==> src/rtl/my_sq_demod_gate.sv <==
// Square-wave modulation generator with synchronous demodulator: integrates ADC samples over +/- halves
// and strobes the signed error once per period. Optional polarity select: define MYDEMOD_POL_SEL_EN.
module my_sq_demod_gate #(
    parameter int DATA_W = 14,
    parameter int CNT_W  = 16
) (
    input  logic                     clk,
    input  logic                     n_rst,
    input  logic                     i_en,
    input  logic [CNT_W-1:0]         i_freq,
    input  logic [CNT_W-1:0]         i_ignor,
    input  logic signed [DATA_W-1:0] i_adc,
`ifdef MYDEMOD_POL_SEL_EN
    input  logic                     i_pol,
`endif
    output logic                     o_mod,
    output logic signed [31:0]       o_err,
    output logic                     o_step_trig
);

    localparam int ACC_W = DATA_W + CNT_W;

    generate
        if (DATA_W + CNT_W > 31) begin : g_width_check
            $error("my_sq_demod_gate: DATA_W + CNT_W must not exceed 31");
        end
    endgenerate

    typedef enum logic [1:0] {IDLE, POS, NEG} state_t;

    state_t                   state_reg;
    logic [CNT_W-1:0]         cnt_reg;
    logic [CNT_W-1:0]         f_q_reg;
    logic [CNT_W-1:0]         ig_q_reg;
    logic signed [ACC_W-1:0]  acc_pos_reg;
    logic signed [ACC_W-1:0]  acc_neg_reg;
`ifdef MYDEMOD_POL_SEL_EN
    logic                     pol_q_reg;
`endif

    logic                     sample_en;
    logic                     last_cnt;
    logic [CNT_W-1:0]         freq_clamped;
    logic signed [ACC_W-1:0]  adc_ext;
    logic signed [31:0]       pos_32;
    logic signed [31:0]       neg_32;
    logic signed [31:0]       err_next;

    assign sample_en    = (cnt_reg >= ig_q_reg);
    assign last_cnt     = (cnt_reg == f_q_reg - CNT_W'(1));
    assign freq_clamped = (i_freq < CNT_W'(2)) ? CNT_W'(2) : i_freq;
    assign adc_ext      = {{(ACC_W-DATA_W){i_adc[DATA_W-1]}}, i_adc};

    // The final NEG sample is folded in here because its accumulator update never lands.
    assign pos_32 = {{(32-ACC_W){acc_pos_reg[ACC_W-1]}}, acc_pos_reg};
    assign neg_32 = {{(32-ACC_W){acc_neg_reg[ACC_W-1]}}, acc_neg_reg}
                  + (sample_en ? {{(32-DATA_W){i_adc[DATA_W-1]}}, i_adc} : 32'sd0);

`ifdef MYDEMOD_POL_SEL_EN
    assign err_next = pol_q_reg ? (neg_32 - pos_32) : (pos_32 - neg_32);
`else
    assign err_next = pos_32 - neg_32;
`endif

    always_ff @(posedge clk or negedge n_rst) begin
        if (!n_rst) begin
            state_reg   <= IDLE;
            cnt_reg     <= '0;
            f_q_reg     <= CNT_W'(2);
            ig_q_reg    <= '0;
            acc_pos_reg <= '0;
            acc_neg_reg <= '0;
            o_mod       <= 1'b0;
            o_err       <= '0;
            o_step_trig <= 1'b0;
`ifdef MYDEMOD_POL_SEL_EN
            pol_q_reg   <= 1'b0;
`endif
        end else begin
            o_step_trig <= 1'b0;
            case (state_reg)
                IDLE: begin
                    if (i_en) begin
                        state_reg   <= POS;
                        o_mod       <= 1'b1;
                        cnt_reg     <= '0;
                        acc_pos_reg <= '0;
                        acc_neg_reg <= '0;
                        f_q_reg     <= freq_clamped;
                        ig_q_reg    <= i_ignor;
`ifdef MYDEMOD_POL_SEL_EN
                        pol_q_reg   <= i_pol;
`endif
                    end
                end
                POS: begin
                    if (!i_en) begin
                        state_reg   <= IDLE;
                        o_mod       <= 1'b0;
                        cnt_reg     <= '0;
                        acc_pos_reg <= '0;
                        acc_neg_reg <= '0;
                    end else begin
                        if (sample_en) begin
                            acc_pos_reg <= acc_pos_reg + adc_ext;
                        end
                        if (last_cnt) begin
                            state_reg <= NEG;
                            o_mod     <= 1'b0;
                            cnt_reg   <= '0;
                        end else begin
                            cnt_reg <= cnt_reg + CNT_W'(1);
                        end
                    end
                end
                NEG: begin
                    if (!i_en) begin
                        state_reg   <= IDLE;
                        o_mod       <= 1'b0;
                        cnt_reg     <= '0;
                        acc_pos_reg <= '0;
                        acc_neg_reg <= '0;
                    end else if (last_cnt) begin
                        state_reg   <= POS;
                        o_mod       <= 1'b1;
                        cnt_reg     <= '0;
                        acc_pos_reg <= '0;
                        acc_neg_reg <= '0;
                        f_q_reg     <= freq_clamped;
                        ig_q_reg    <= i_ignor;
`ifdef MYDEMOD_POL_SEL_EN
                        pol_q_reg   <= i_pol;
`endif
                        o_err       <= err_next;
                        o_step_trig <= 1'b1;
                    end else begin
                        if (sample_en) begin
                            acc_neg_reg <= acc_neg_reg + adc_ext;
                        end
                        cnt_reg <= cnt_reg + CNT_W'(1);
                    end
                end
                default: begin
                    state_reg <= IDLE;
                    o_mod     <= 1'b0;
                end
            endcase
        end
    end

endmodule

==> config.mk <==
export PLATFORM = sky130hd
export DESIGN_NAME = my_sq_demod_gate
export DESIGN_NICKNAME = d
export VERILOG_FILES = /design/src/rtl/my_sq_demod_gate.sv
export SDC_FILE = /design/constraint.sdc
export NUM_CORES = 1
export LEC_CHECK = 0
export ABC_AREA = 0
export CAP_MARGIN = 0
export CORE_ASPECT_RATIO = 0.8
export CORE_MARGIN = 1.5
export CORE_UTILIZATION = 40
export CTS_BUF_LIST = sky130_fd_sc_hd__clkbuf_2 sky130_fd_sc_hd__clkbuf_4 sky130_fd_sc_hd__clkbuf_8
export DETAILED_ROUTE_END_ITERATION = 6
export GPL_TIMING_DRIVEN = 0
export PLACE_DENSITY = 0.69
export SETUP_SLACK_MARGIN = 0.2
export SYNTH_ARGS = -nofsm -noshare
export SYNTH_HDL_FRONTEND = slang
export SYNTH_SLANG_ARGS = --single-unit
==> constraint.sdc <==
create_clock -name clk -period 8.96 [get_ports clk]
set_input_delay 1.344 -clock clk [delete_from_list [all_inputs] [get_ports clk]]
set_output_delay 1.344 -clock clk [all_outputs]
set_load 0.02 [all_outputs]
==> metrics.md <==
| Metric | Value |
|---|---|
| Wire per inst | `17.1 um` |
| Fmax | `163 MHz` |
| Clk_lat worst skew | `480 ps` |
| Critical path endpoint category | `register` |
| Final std cells w/o fill | `1899` |
| Max reg flops | `32` |
| Synth unique cells | `76` |
| Setup Buffers After CTS | `0` |
| Status | `finished, final reports clean` |
| Final clock skew | `12.9 ps` |
| Clock Path Buffers | `2` |
| CTS Buf Count | `17` |
| Post-CTS Hold Buffers | `0` |
| Fin crit period | `approximately 6100 ps` |
| # rows | `56` |
| Ys flop type | `dfrtp_1` |
| DRT Pass-1 Iters | `6` |
| Nets | `1674` |
| Placed Instances | `about 1.9k` |
| Starting Density | `0.410` |
| Max-cap viol count | `0` |
| Final hold vios | `0` |
| Post-synthesis sequential area ratio | `0.298` |
| Max IR drop VDD | `approximately 0.13 mV` |
| RSZ-0062 raised after global routing | `false` |
| DPL Wire Length | `25.6 mm` |
| Synth-to-layout area growth | `14.6%` |
| Clock sink count | `between 100 and 150` |
| Die Span Y | `about 160 um` |
| Number of remaining DRC errors | `0` |
| Root buffer cell | `clkbuf_8` |
| Max Used Layer | `met4` |
| Chip width | `198 um` |
| Pins Over Slew Limit | `0` |
| Post_cts resized | `0` |
| Worst path arrival time | `around 6500 ps` |
| Vias in the first global route | `between 9k and 10k` |
| Design area | `about 14000 um2` |
| Setup TNS | `0 ps` |
| Core Util, Final | `0.470` |
| Antenna cells | `0` |
| Via count | `10.5k` |
| DRT met1 WL | `~17 mm` |
| Final wirelength | `32.4 mm` |
| Critical path class | `register to register` |
| CP Launch Type | `register` |
| Yosys Warn Count | `0` |
| Overall routing resource usage | `0.213` |
| Die Footprint | `roughly 31000 um2` |
| PwrDens | `about 270 nW/um2` |
| Filler cell count | `2849` |
| Met3 WL | `slightly below 2 mm` |
| RePlAce Congestion | `approximately 0.93` |
| Largest net degree at the start of global routing | `98` |
| Port Buf Inserts | `82` |
| # setup viols final | `0` |
| Initial antenna violation count | `0` |
| DR vias/cell | `5.51` |
| Req. time, crit path | `9320 ps` |
| Leak pwr | `~6.3 nW` |
| Total core area | `between 20000 and 30000 um2` |
| Worst-path clk slew | `around 100 ps` |
| H-tree Lvls | `4` |
| Layout cells sized above 1 | `0.0703` |
| Syn_nets | `about 1.6k` |
| Post-Syn Area | `12100 um2` |
| Placement Cell Area | `approximately 13000 um2` |
| Synth Register Bits | `around 140` |
| Met2 routed WL | `12.9 mm` |
| Synth Area per Inst | `8.79 um2` |
| CP Max Fanout | `10` |
| CTS tree | `built` |
| Worst hold path class | `register to register` |
| Antenna Violating Nets Remaining | `0` |
| Async set-reset flop share out of synthesis | `1.00` |
| IO Pins | `83` |
| Tightest Pin Transition | `between 900 and 1000 ps` |
| Initial DRC Count | `~910` |
| EDFF count, synth | `0` |
| Gr ovfl total | `0` |
| Crit share post-route | `0.684` |
| Slew headroom | `0.332` |
| First-pass GRT wire length | `roughly 52 mm` |
| Mapped Cells | `approximately 1.4k` |
-- metrics by stage --
stage               setup WS [ps]  hold WS (ps)  total power, mW
finish                       2830           484             3.76
global placement              631           453             3.12
detailed placement           2910           466             3.16
floorplan                    3870           475             2.62
global route                 2430           502             4.09
CTS                          2880           487             3.75
-- synth_stat cells (5+ instances only) --
library cell | n | area share
nor4_1 | 8 | 0.0041
nand2_1 | 162 | 0.050
xor2_1 | 41 | 0.030
nor2_1 | 64 | 0.020
a211o_1 | 5 | 0.0036
a22o_1 | 27 | 0.020
o31ai_1 | 29 | 0.018
or3_1 | 12 | 0.0062
fa_1 | 32 | 0.053
clkbuf_1 | 30 | 0.0093
nand4_1 | 13 | 0.0067
a2111oi_0 | 5 | 0.0036
and2_1 | 9 | 0.0046
buf_2 | 16 | 0.0066
a211oi_1 | 18 | 0.011
nand3_1 | 29 | 0.012
a31oi_1 | 15 | 0.0077
mux2_2 | 32 | 0.030
nand2b_1 | 12 | 0.0062
a21o_1 | 38 | 0.024
nor2b_1 | 14 | 0.0072
o41ai_1 | 5 | 0.0036
o21a_1 | 14 | 0.0087
o21ai_0 | 113 | 0.047
o21bai_1 | 9 | 0.0056
inv_1 | 88 | 0.027
nor3_1 | 33 | 0.014
and3_1 | 20 | 0.010
ha_1 | 113 | 0.12
dfrtp_1 | 143 | 0.30
or4_1 | 5 | 0.0031
or2_2 | 6 | 0.0031
a21oi_1 | 79 | 0.033
xnor2_1 | 49 | 0.035
o211ai_1 | 10 | 0.0062
o21ai_1 | 9 | 0.0037
-- routing by layer --
layer,vias to the layer above,GRT usage
li1,5219,-
met1,4926,0.332
met2,285,0.301
met3,28,0.0360
met4,0,0.0505
met5,-,0
-- cells in the final DEF (no fill, tap or decap), types with 15 or more instances in the layout --
cell and instances:
nor3_1 33, nand2_1 162, nor2_1 64, a22o_1 27, fa_1 32, a211oi_1 18, ha_1 113, dfrtp_1 143
a21oi_1 79, and3_1 20, o31ai_1 29, xnor2_1 49, clkbuf_8 18, a21o_1 38, o21ai_0 113, inv_1 88
mux2_2 32, clkbuf_1 30, a31oi_1 15, xor2_1 41, nand3_1 29, clkdlybuf4s50_1 80, buf_2 17
-- kinds of logic (layout without fill, tap and decap cells) --
family                     Yosys count  count (layout)  share of synthesized area
DFF                                144             144                      0.298
buffers and inverters              135             250                     0.0441
muxes                               36              36                     0.0331
AOI/OAI and AO/OA                  414             414                      0.223
xor gates and xnor gates            90              90                     0.0651
and+or+nand+nor                    414             414                      0.168
adders and majority gates          145             145                      0.170
-- worst max-delay path, cell delays in order, from the launching register on --
cell       delay, ps
dfrtp_1          480
ha_1             370
a2111oi_0        330
o21ai_0          140
a31o_2           240
a221o_1          480
clkbuf_1         310
nand2_1          170
fa_1             470
ha_1             220
or2_2            290
fa_1             410
a21oi_1          190
o21bai_1          90
a21oi_1          260
a21oi_1          200
a31oi_1          470
o21ai_0          260
a211oi_1         300
xor2_1           220
o21ai_0           90
-- where the power goes --
group          total (mW)  switching [mW]  internal (mW)
clock               0.573           0.307          0.266
sequential          0.958           0.176          0.781
combinational        2.23            1.26          0.968
-- worst paths after layout --
check,startpoint,end,slack [ps],cells past startpoint
min in group asynchronous,n_rst,ig_q_reg[9],770,1
setup / recovery,cnt_reg[11],o_err[30],2830,20
hold / removal,o_err[11],o_err[11],480,2
setup reg to reg,cnt_reg[11],o_err[30],2830,20
hold reg to reg,o_err[11],o_err[11],480,2
max in group asynchronous,n_rst,o_err[8],7300,2
-- cell type report --
cell class | count | area [um2] | area share
multi-input combinational | 1099 | 7980 | 0.574
inverter | 88 | 330 | 0.0238
sequential | 144 | 3600 | 0.260
clock buffer | 18 | 248 | 0.0178
buffer | 47 | 204 | 0.0147
clock inverter | 14 | 170 | 0.0123
timing repair buffer | 83 | 845 | 0.0608
tap | 406 | 508 | 0.0366
Power figures use the tool's default switching activity.
